===== src/rtl/fifo_pkg.sv =====
// Shared types for the FIFO and its downsizing output stage.
// No logic of its own; holds the downsizer state encoding.
// Not applicable: package only.
package fifo_pkg;

  typedef enum logic {
    DS_EMPTY = 1'b0,
    DS_SEND  = 1'b1
  } ds_state_e;

  localparam int DS_STATE_W = 1;

endpackage


===== src/rtl/dffr.sv =====
// Generic register cell with asynchronous active-low reset to zero.
// Latency: one cycle from d to q.
// No flow control; loads every cycle, callers hold by feeding q back.
module dffr #(
  parameter int W = 1
) (
  input  logic         clk,
  input  logic         rst_n,
  input  logic [W-1:0] d,
  output logic [W-1:0] q
);

  // Register with asynchronous clear.
  always_ff @(posedge clk or negedge rst_n) begin
    if (!rst_n) q <= '0;
    else        q <= d;
  end

endmodule


===== src/rtl/fifo_downsizer.sv =====
// Pops FIFO words and emits each as RATIO narrow beats, LS beat first, no bubbles.
// Latency: pop in the cycle empty falls, first beat valid the following cycle.
// Beats hold stable under ready_i low; the next pop waits for the last-beat handshake.
module fifo_downsizer
  import fifo_pkg::*;
#(
  parameter int DATA_WIDTH = 32,
  parameter int OUT_WIDTH  = 8,
  parameter int RATIO      = DATA_WIDTH / OUT_WIDTH,
  parameter int LOG_RATIO  = (RATIO > 1) ? $clog2(RATIO) : 1
) (
  input  logic                  clk_i,
  input  logic                  rst_n_i,
  input  logic                  flush_i,
  input  logic                  fifo_empty_i,
  input  logic [DATA_WIDTH-1:0] fifo_dat_i,
  output logic                  fifo_pop_o,
  output logic                  valid_o,
  input  logic                  ready_i,
  output logic [OUT_WIDTH-1:0]  dat_o,
  output logic                  last_o,
  output logic                  busy_o
);

  ds_state_e              s_state_q;
  ds_state_e              s_state_d;
  logic [DS_STATE_W-1:0]  state_raw_q;
  logic [DS_STATE_W-1:0]  state_raw_d;
  logic [DATA_WIDTH-1:0]  s_word_q;
  logic [DATA_WIDTH-1:0]  s_word_d;
  logic [LOG_RATIO-1:0]   s_beat_q;
  logic [LOG_RATIO-1:0]   s_beat_d;
  logic                   hs;
  logic                   load;

  // State register: the enum travels through the plain register cell.
  assign state_raw_d = s_state_d;
  assign s_state_q   = ds_state_e'(state_raw_q);

  dffr #(.W(DS_STATE_W)) u_state_q (
    .clk   (clk_i),
    .rst_n (rst_n_i),
    .d     (state_raw_d),
    .q     (state_raw_q)
  );

  dffr #(.W(DATA_WIDTH)) u_word_q (
    .clk   (clk_i),
    .rst_n (rst_n_i),
    .d     (s_word_d),
    .q     (s_word_q)
  );

  dffr #(.W(LOG_RATIO)) u_beat_q (
    .clk   (clk_i),
    .rst_n (rst_n_i),
    .d     (s_beat_d),
    .q     (s_beat_q)
  );

  // Next state: flush wins, then a load, then beat advance on handshake.
  always_comb begin
    s_state_d = s_state_q;
    s_word_d  = s_word_q;
    s_beat_d  = s_beat_q;
    if (flush_i) begin
      // The held word is left in place; it is simply no longer valid.
      s_state_d = DS_EMPTY;
      s_beat_d  = '0;
    end else if (load) begin
      s_state_d = DS_SEND;
      s_word_d  = fifo_dat_i;
      s_beat_d  = '0;
    end else if ((s_state_q == DS_SEND) && hs) begin
      if (last_o) begin
        s_state_d = DS_EMPTY;
        s_beat_d  = '0;
      end else begin
        s_beat_d  = s_beat_q + LOG_RATIO'(1);
      end
    end
  end

  // Outputs: valid/last come from registers only; pop is the load decision.
  always_comb begin
    valid_o    = (s_state_q == DS_SEND);
    busy_o     = (s_state_q == DS_SEND);
    last_o     = (s_state_q == DS_SEND) && (s_beat_q == LOG_RATIO'(RATIO-1));
    hs         = valid_o && ready_i;
    load       = !flush_i && !fifo_empty_i &&
                 ((s_state_q == DS_EMPTY) || (hs && last_o));
    fifo_pop_o = load;
  end

  // Beat select; a single-beat configuration is a plain pass-through of the word.
  generate
    if (RATIO == 1) begin : g_pass
      assign dat_o = s_word_q[OUT_WIDTH-1:0];
    end else begin : g_split
      logic [RATIO-1:0][OUT_WIDTH-1:0] beats;
      assign beats = s_word_q;
      assign dat_o = beats[s_beat_q];
    end
  endgenerate

endmodule


===== config.mk =====
export PLATFORM = sky130hd
export DESIGN_NAME = fifo_downsizer
export DESIGN_NICKNAME = d
export VERILOG_FILES = /design/src/rtl/fifo_pkg.sv /design/src/rtl/dffr.sv /design/src/rtl/fifo_downsizer.sv
export SDC_FILE = /design/constraint.sdc
export NUM_CORES = 1
export LEC_CHECK = 0
export BUFFER_PORTS_ARGS = -buffer_cell sky130_fd_sc_hd__buf_2
export CORE_MARGIN = 2
export CORE_UTILIZATION = 50
export CTS_CLUSTER_SIZE = 24
export DETAILED_ROUTE_END_ITERATION = 8
export GPL_TIMING_DRIVEN = 1
export MAX_ROUTING_LAYER = met4
export PLACE_DENSITY = 0.75
export SLEW_MARGIN = 20
export SYNTH_ARGS = -nofsm -noshare
export SYNTH_HDL_FRONTEND = slang
export SYNTH_SLANG_ARGS = --single-unit

===== constraint.sdc =====
create_clock -name clk_i -period 1.9 [get_ports clk_i]
set_input_delay 0.285 -clock clk_i [delete_from_list [all_inputs] [get_ports clk_i]]
set_output_delay 0.285 -clock clk_i [all_outputs]
set_load 0.005 [all_outputs]

**After elaboration in Yosys (flattened, before gate mapping)**

Cells that the tools add are included.

- Flip-flop bits (word level): 35
- Output and inout port bits: 12
- Logic and storage cells: 31

- Add/subtract/negate cells: 1
- Magnitude comparators: 1
- Equality and inequality tests: 1
- Muxes and demuxes: 10
- Bitwise logic cells: 2
- Reductions and logical operators: 13

Operators by type and width:

| operator | count |
|---|---|
| 8-bit binary-select mux with 2-bit select | 1 |
| 2-bit 2-to-1 mux | 4 |
| 8-bit 2-to-1 mux | 1 |
| 1-bit logical AND | 6 |
| 3-bit nonzero test | 2 |
| 1-bit 2-to-1 mux | 4 |
| 2-bit AND reduction | 2 |
| 2-bit by 3-bit less-than comparator with 1-bit output (second input constant) | 1 |
| 2-bit by 1-bit adder with 2-bit output (second input constant) | 1 |
| 2-bit == test (second input constant) | 1 |
| 1-bit zero test | 2 |
| 1-bit NOT | 2 |
| 1-bit logical OR | 1 |

**Depth between registers and ports, before layout**

Gate-level depths: netlist (run 1).

- Depth in word-level cells: 7
- Mapped depth: 5
- Mapped depth without buffers: 4

**By module**

Synthesis (run 1) repeated with hierarchy kept, for this count alone.

- Cells, all modules: 95
- Area, all modules: 1564.0 sq um

By module, submodules not included:

| module | times used | cells each | area an instance (sq um) |
|---|---|---|---|
| dffr (u_word_q) | 1 | 32 | 800.8 |
| fifo_downsizer | 1 | 60 | 688.2 |
| dffr (u_beat_q) | 1 | 2 | 50.0 |
| dffr (u_state_q) | 1 | 1 | 25.0 |

**Least setup slack after synthesis (run 1)**

No wires, ideal clock.

- Path type: register to register
- From: register u_beat_q.q[0]
- To: register u_word_q.q[0]
- Setup time: 0.125 ns
- Data arrival time: 1.382 ns
- Data required time: 1.775 ns
- Path slack: 0.393 ns
- Stages on the path, launching flop included: 6
- Cells stage by stage: dfrtp_1 > ha_1 > a21boi_4 > nor3_4 > buf_6 > mux2_2

- Longest elaborated chain between the ends: 6

RTL lines:

| element | line | text |
|---|---|---|
| start: declaration | dffr.sv:10 | `output logic [W-1:0] q` |
| start signal: assignment | dffr.sv:15 | `if (!rst_n) q <= '0;` |
| start signal: assignment | dffr.sv:16 | `else q <= d;` |
| 2-bit == test | fifo_downsizer.sv:88 | `last_o = (s_state_q == DS_SEND) && (s_beat_q == LOG_RATIO'(RATIO-1));` |
| 1-bit logical AND | fifo_downsizer.sv:88 |  |
| 1-bit logical AND | fifo_downsizer.sv:91 | `((s_state_q == DS_EMPTY) \|\| (hs && last_o));` |
| 1-bit logical OR | fifo_downsizer.sv:91 |  |
| 1-bit logical AND | fifo_downsizer.sv:90 | `load = !flush_i && !fifo_empty_i &&` |
| net fifo_pop_o | fifo_downsizer.sv:17 | `output logic fifo_pop_o,` |
| 2-bit AND reduction (no line) | - |  |
| end signal: assignment | dffr.sv:15 |  |
| end signal: assignment | dffr.sv:16 |  |
| end: declaration | dffr.sv:10 |  |

The timed path passes the listed nets, and every way through them passes these cells.
A chain may end at the register's enable or synchronous reset.

**Worst setup path after layout (run 1)**

- From: register u_beat_q.q[0]
- To: output port dat_o[4]

- Longest elaborated chain between the ends: 2

RTL lines:

| element | line | text |
|---|---|---|
| 8-bit binary-select mux with 2-bit select | fifo_downsizer.sv:102 | `assign dat_o = beats[s_beat_q];` |
| 8-bit 2-to-1 mux (not written as such) | fifo_downsizer.sv:102 |  |
| end: declaration | fifo_downsizer.sv:20 | `output logic [OUT_WIDTH-1:0] dat_o,` |

Every way passes these cells. The select of a mux whose other input is x is not followed.

==> metrics.cfg, run 1 <==
[status]
status = finished with violations
violations = hold timing

[worst_setup_path]
cp-start-kind = flop
timing_worst_setup_path_type = flop to primary output
crit_path_end_kind = primary output
critPathTopFamily = multiplexers
cp_data_required_time_ps = 1620
r2r-start = u_beat_q.q[0]
crit_arrival_ps = 1570
cp.depth = 3
path_max_fanout = 6
max_stage_delay_ps = 510
critPathBufInv = 2
crit_chain = buf_6 > mux4_2 > buf_2
ff2ff_path_depth = 7
ff2ff_setup_slack_ps = 120
slowest_stage = mux4_2
cp-startpoint = u_beat_q.q[0]
critPathCapture = dat_o[4]
worstReg2RegEnd = u_word_q.q[11]

[yosys]
yosysTopAreaCell = dfrtp_1
synth_top_family_by_area = multiplexers
synth_xor_xnor_area_share_pct = 0
synth.most_common_cell = dfrtp_1
synth_cells = 95
synth-simple-area-share_pct = 3.80
netlist.area_leader.share_pct = 55.4
synth_common_cells = dfrtp_1 (35), mux2_2 (32), mux4_2 (8), buf_6 (3), nor2_1 (2)
synth.distinct_cells = 20
synth_ff_type = dfrtp_1
synth_area_sq_um = 1580
synthAdderAreaFrac_pct = 0.791
yosys_warnings = 0
synth_mux_area_share_pct = 34.8
synth-compound-area-share_pct = 2.06
yosysSeqAreaShare_pct = 55.4
syn-num-nets = 133
synth_edf_count = 0
syn_area_per_cell_sq_um = 16.6
async_flop_share_pct = 100
ys_ff_latch = 35
synth_area_leaders = dfrtp_1 (55%), mux2_2 (23%), mux4_2 (11%), buf_6 (2.1%), a21boi_4 (1.2%)

[hold_path]
hold_class = primary input to async pin

[die]
num_io_pins = 49
die_area_sq_um = 3630
die_y_um = 60.2
core_area_sq_um = 3030
rows = 20
die_w_um = 60.2
initial_utilization_pct = 52.2

[final_layout]
fill_cells = 203
final_cells = 204
nNetsFinal = 197
final_area_sq_um = 2090
syn_to_final_growth_pct = 32.4
antennaDiodeCount = 0
layout-drive-gt1-share_pct = 71.9

[detailed_routing]
met3_length_um = 125
ant_nets = 0
wl_met2_mm = 1.59
routedWlPerCell_um = 15.2
vias_per_cell = 5.02
drc = 0
top_layer = met4
first_iter_violations = 56
drt_wl_total_mm = 3.11
vias = 1024
firstDrtPassIters = 4
m1WireLength_mm = 1.35

[timing]
whs_ps = -4.91
hold_viol = 10
worst_pin_slew_ps = 744
max_freq_mhz = 539
clock_skew_ps = 14.8
fin_crit_sh_pct = 97.6
slew_viol_final = 0
rsz0062_at_grt = yes
finalWorstSetupSlack_ps = 46.3
finalSetupViolations = 0
min_period_ps = 1850
slew_headroom_pct = 50.4

[power]
vdd_drop_max_uv = 614
p_leak_nw = 0.960
p_per_area_nw_per_um2 = 949

[cts]
holdBufCountCts = 0
h-tree-depth = 2
path_clk_slew_ps = 120
cts_buffers = 5
clk_path_buf_depth = 2
clockRootBuffer = clkbuf_4
cts_tree = done
cts.sink_count = 35
clk_latency_ps = 340

[placed_design]
post-place-ws_ps = 302
port-buffer-count = 48
post_dp_cell_area_sq_um = 1870
routabilityCongestion = 0.805
numPlacedInstances = 185
dpl.hpwl_mm = 2.10

[run]
drv_cap = 0

[global_route]
grt_pass1_vias = 1084
grt_antenna_before_repair = 0
track_usage_pct = 20.4
grt_max_degree = 36
overflow = 0
grt_pass1_wl_mm = 4.94

==> worst min-delay path by stage <==
stage	startpoint	endpoint	slack, ps	depth (start not counted)
floorplan	rst_n_i	u_beat_q.q[0]	-10	0
global placement	rst_n_i	u_word_q.q[21]	380	1
detailed placement	rst_n_i	u_word_q.q[5]	390	1
CTS	rst_n_i	u_word_q.q[23]	10	1
global route	rst_n_i	u_word_q.q[23]	30	1
finish	rst_n_i	u_word_q.q[23]	-5	1
==> cell usage in the layout (no fill, tap or decap), drive strengths merged <==
cell | synthesis | routed
nor3 | 2 | 2
ha | 1 | 1
clkbuf | 1 | 5
a311oi | 1 | 1
mux2i | 1 | 1
or3b | 1 | 1
clkinvlp | 0 | 1
nor2 | 2 | 2
buf | 5 | 63
mux4 | 8 | 8
nand2b | 1 | 1
nand2 | 1 | 1
and2 | 1 | 1
bufinv | 0 | 2
mux2 | 32 | 32
a21oi | 1 | 1
a21boi | 1 | 1
dfrtp | 35 | 35
nor2b | 1 | 1
==> through the flow <==
step	setup TNS [ps]	utilization, %	power [mW]
5_1_grt	-80.3	69.1	2.09
4_1_cts	0	66.4	1.99
6_report	0	69.1	1.99
3_3_place_gp	0	61.7	1.29
2_1_floorplan	0	-	1.17
3_5_place_dp	0	61.7	1.31
==> registers in the layout, indices dropped and copies added, names as in the netlist <==
name         count
u_state_q.q      1
u_word_q.q      32
u_beat_q.q       2
==> final cells by class <==
cell class / count / area (sq um) / area share, %
multi-input cells: 54 / 658 / 31.4
flip-flops and latches: 35 / 876 / 41.8
repair buffers: 63 / 399 / 19.1
clock buffers: 5 / 37.5 / 1.79
well taps: 44 / 55.1 / 2.63
clock inverters: 3 / 67.6 / 3.23
==> worst reg2reg max path, delay by kind of cell (launching register included) <==
family                   cells  cell delay [ps]
AO/OA/AOI/OAI                1               70
adder cells (fa/ha/maj)      1              240
buffers and inverters        3              380
flip-flops                   1              420
multiplexers                 1              320
AND/OR/NAND/NOR              1              240
==> kinds of logic (layout without fill, tap and decap cells) <==
logic type               Yosys count  in the layout
buffers and inverters              6             71
AND/OR/NAND/NOR                    9              9
multiplexers                      41             41
adder cells (fa/ha/maj)            1              1
flip-flops                        35             35
AO/OA/AOI/OAI                      3              3
==> power by group <==
| part | switching (mW) | leakage (nW) | total [mW] | internal, mW |
|---|---|---|---|---|
| Sequential | 0.0685 | 0.416 | 0.946 | 0.878 |
| Combinational | 0.126 | 0.492 | 0.379 | 0.253 |
| Clock | 0.253 | 0.0514 | 0.662 | 0.409 |
| Total | 0.447 | 0.960 | 1.99 | 1.54 |
==> layer usage <==
metal  track usage [%]  vias to the layer above
li1                  -                      480
met1              23.5                      509
met2              32.8                       31
met3              4.55                        4
met4              11.4                        0
met5                 -                        -
==> timing repair <==
action | CTS | global route
buffers inserted | 0 | 10
pin swaps | 0 | 2
resized for setup | 1 | 4
cloned | 1 | 0
endpoints found under the setup margin | 1 | 9
No activity file was read; power rests on OpenSTA's default activity.
==> run 2: changes to the inputs <==
- RECOVER_POWER: not set -> 25
==> metrics.cfg, run 2 (synthesis gave the netlist of run 1 again) <==
[global_route]
grt_pass1_wl_mm = 4.94
overflow = 0
grt_max_degree = 36
grt_antenna_before_repair = 0
grt_pass1_vias = 1084
track_usage_pct = 20.4

[power]
p_total_mw = 1.99
p_leak_nw = 0.958
vdd_drop_max_uv = 614
p_per_area_nw_per_um2 = 949

[timing]
clock_skew_ps = 14.8
max_freq_mhz = 539
fin_crit_sh_pct = 97.6
slew_headroom_pct = -20.0
tns_ps = 0
worst_pin_slew_ps = 1800
finalSetupViolations = 0
rsz0062_at_grt = yes
slew_viol_final = 36
min_period_ps = 1850
finalWorstSetupSlack_ps = 46.4
hold_viol = 0

[cts]
holdBufCountCts = 0
clk_latency_ps = 340
cts_tree = done
path_clk_slew_ps = 120
cts_buffers = 5
cts.sink_count = 35
h-tree-depth = 2
clockRootBuffer = clkbuf_4
clk_path_buf_depth = 2

[worst_setup_path]
timing_worst_setup_path_type = flop to primary output
crit_path_end_kind = primary output
r2r-start = u_beat_q.q[0]
crit_arrival_ps = 1570
path_max_fanout = 6
cp_data_required_time_ps = 1620
cp-start-kind = flop
cp-startpoint = u_beat_q.q[0]

[status]
status = finished with violations
violations = capacitance limit, slew limit

[die]
rows = 20
die_y_um = 60.2
die_w_um = 60.2
core_area_sq_um = 3030
initial_utilization_pct = 52.2
num_io_pins = 49
die_area_sq_um = 3630

[final_layout]
top_regs = u_word_q.q: 32 flops, u_beat_q.q: 2 flops, u_state_q.q: 1 flops
syn_to_final_growth_pct = 32.3
fill_cells = 204
top_register = u_word_q.q
layout_commonest_cell = buf_2
layout-drive-gt1-share_pct = 71.3
antennaDiodeCount = 0
nNetsFinal = 197
final_core_util_pct = 69.1
final_cell_mix = buf_2 (46), dfrtp_1 (35), mux2_2 (32), buf_4 (11), mux4_2 (8)
final_area_sq_um = 2090
largest_reg_flops = 32

[hold_path]
hp-start = fifo_dat_i[2]
hold_class = primary input to flop

[detailed_routing]
vias_per_cell = 5.02
drc = 0
first_iter_violations = 56
drt_wl_total_mm = 3.11
routedWlPerCell_um = 15.3
ant_nets = 0
vias = 1024
firstDrtPassIters = 4

[placed_design]
routabilityCongestion = 0.805
post_dp_cell_area_sq_um = 1870
post-place-ws_ps = 302
port-buffer-count = 48
dpl.hpwl_mm = 2.10

[run]
drv_cap = 1

==> run 2: cell count changes in the layout (fill, tap and decap cells not counted) <==
| cell | change |
|---|---|
| clkbuf_1 | +1 |
| buf_2 | -1 |
==> run 2: path summary, 6_finish.rpt <==
check,endpoint,slack (ps),cells past startpoint
max reg2reg,u_word_q.q[11],120,7
min in group asynchronous,u_word_q.q[23],410,1
max in group asynchronous,u_word_q.q[11],450,1
max,dat_o[4],50,3
min,u_word_q.q[2],170,2
min reg2reg,u_word_q.q[29],510,1
==> run 2: what timing repair did <==
| action | in CTS | in global routing |
|---|---|---|
| setup buffers | 0 | 10 |
| resized for setup | 1 | 4 |
| pin swaps | 0 | 2 |
| setup endpoints to repair | 1 | 9 |
| cloned | 1 | 0 |
==> run 2: power by group <==
group | total [mW] | internal [mW] | switching [mW]
sequential | 0.946 | 0.878 | 0.0685
clock | 0.662 | 0.409 | 0.252
combinational | 0.378 | 0.252 | 0.126
total | 1.99 | 1.54 | 0.447
==> run 2: cell type report <==
cell class | count | area (sq um) | share of cell area (%)
repair buffers | 63 | 398 | 19.0
well taps | 44 | 55.1 | 2.63
clock buffers | 5 | 37.5 | 1.79
multi-input cells | 54 | 658 | 31.5
flip-flops and latches | 35 | 876 | 41.9
clock inverters | 3 | 67.6 | 3.23
==> run 2: critical path, cell delays in order (launching register included) <==
cell,delay [ps]
dfrtp_1,420
buf_6,160
mux4_2,510
buf_2,140
==> run 2: per-stage QoR <==
step | std cells | hold slack [ps]
after CTS | 194 | 12.3
after detailed placement | 185 | 395
after global placement | 185 | 381
after floorplan | 95 | -10.6
after global routing | 204 | 149
final | 204 | 166
==> run 2: per-layer routing <==
layer  part of all wire (%)  GRT usage (%)
met1                     43           23.5
met2                     51           32.8
met3                    4.0           4.55
met4                    1.6           11.4
met5                      0              -
==> run 3: changes to the inputs <==
- CTS_CLUSTER_SIZE: 24 -> 16
- SETUP_SLACK_MARGIN: not set -> 0.05
==> metrics.cfg, run 3 (synthesis gave the netlist of run 1 again) <==
[status]
status = finished with violations
violations = hold timing

[power]
p_per_area_nw_per_um2 = 964
vdd_drop_max_uv = 644
p_leak_nw = 0.935
power_frac_seq_pct = 47.5
p_sw_share_pct = 22.6
clockPowerShare_pct = 33.4
combPwrFrac_pct = 19.1
p_sw_mw = 0.451
p_int_mw = 1.54

[die]
die_w_um = 60.2
core_area_sq_um = 3030
die_area_sq_um = 3630
num_io_pins = 49
initial_utilization_pct = 52.2
rows = 20
die_y_um = 60.2

[cts]
h-tree-depth = 2
holdBufCountCts = 0
clockRootBuffer = clkbuf_4
clk_path_buf_depth = 2
path_clk_slew_ps = 120
clk_latency_ps = 340
cts_tree = done
cts_buffers = 5
cts.sink_count = 35

[timing]
finalWorstSetupSlack_ps = 50.3
max_freq_mhz = 541
slew_viol_final = 0
slew_headroom_pct = 50.8
whs_ps = -10.4
min_period_ps = 1850
clock_skew_ps = 8.65
finalSetupViolations = 0
fin_crit_sh_pct = 97.4
hold_viol = 12
tns_ps = 0
rsz0062_at_grt = yes
worst_pin_slew_ps = 739

[final_layout]
final_core_util_pct = 68.4
final_area_sq_um = 2070
layout-drive-gt1-share_pct = 71.4
nNetsFinal = 191
layout_commonest_cell = buf_2
final_cells = 198
syn_to_final_growth_pct = 30.9
antennaDiodeCount = 0
final_cell_mix = buf_2 (46), dfrtp_1 (34), mux2_2 (32), mux4_2 (8)
largest_reg_flops = 32
top_register = u_word_q.q
fill_cells = 207
top_regs = u_word_q.q: 32 flops, u_beat_q.q: 2 flops, u_state_q.q: 1 flops
multi_input_area_sq_um = 668
seqCellArea_sq_um = 877

[worst_setup_path]
path_max_fanout = 5
crit_path_end_kind = primary output
crit_arrival_ps = 1560
cp-startpoint = u_beat_q.q[0]
timing_worst_setup_path_type = flop to primary output
cp-start-kind = flop
ff2ff_setup_slack_ps = 110
cp_data_required_time_ps = 1620
r2r-start = u_beat_q.q[0]

[placed_design]
numPlacedInstances = 185
port-buffer-count = 48
post_dp_cell_area_sq_um = 1870
routabilityCongestion = 0.805
post-place-ws_ps = 302
dpl.hpwl_mm = 2.10

[detailed_routing]
vias = 1004
first_iter_violations = 54
vias_per_cell = 5.07
drc = 0
ant_nets = 0
routedWlPerCell_um = 15.7
drt_wl_total_mm = 3.10
firstDrtPassIters = 4

[global_route]
grt_pass1_wl_mm = 5.06
grt_max_degree = 36
grt_pass1_vias = 1106
grt_antenna_before_repair = 0
track_usage_pct = 20.9
overflow = 0

[run]
drv_cap = 0

[hold_path]
hold_class = primary input to async pin

[run 3: cell count changes in the layout (fill, tap and decap cells not counted)]
cell | before | now
buf_4 | 11 | 5
buf_16 | 1 | 0
buf_6 | 3 | 4
bufbuf_16 | 0 | 1
clkbuf_1 | 1 | 0
dfrtp_1 | 35 | 34
dfrtp_2 | 0 | 1
ha_2 | 1 | 0
ha_4 | 0 | 1
[run 3: layout make-up]
cell class                      count  area share (%)
Sequential cell                    35            42.4
Multi-Input combinational cell     54            32.3
Timing Repair Buffer               57            17.6
Clock inverter                      3            3.26
Tap cell                           44            2.66
Clock buffer                        5            1.81
[run 3: repair_timing]
item,4_1_cts,5_1_grt
setup buffers,4,0
setup endpoints to repair,6,38
gates cloned,1,0
gates resized for setup,3,4
pin swaps,1,1
[run 3: path summary, 6_finish.rpt]
check,end,depth (start not counted)
max in group asynchronous,u_beat_q.q[0],1
min in group clk_i,u_word_q.q[18],2
max reg2reg,u_word_q.q[13],6
min reg2reg,u_word_q.q[29],1
max,dat_o[4],3
min,u_word_q.q[16],1
[run 3: per-stage QoR]
stage / power [mW] / hold WS (ps)
2_1_floorplan: 1.17 / -10.6
3_3_place_gp: 1.29 / 381
3_5_place_dp: 1.31 / 395
4_1_cts: 2.00 / 12.3
5_1_grt: 2.10 / 30.2
6_report: 2.00 / -10.4
[run 3: worst max-delay path, stage by stage (launching register included)]
cell     delay (ps)
dfrtp_2         430
buf_6           150
mux4_2          500
buf_2           140
[run 3: routing by layer]
layer | routed length (um) | track usage, %
met1 | 1300 | 24.2
met3 | 154 | 4.98
met4 | 39 | 13.0
met2 | 1610 | 32.8
met5 | 0 | -
[run 3: power groups by stage]
stage	logic, mW	registers [mW]	clock network [mW]
after floorplan	0.236	0.935	0
after global placement	0.339	0.949	0
after detailed placement	0.353	0.962	0
after CTS	0.373	0.946	0.679
after global routing	0.418	0.967	0.714
final	0.382	0.948	0.666
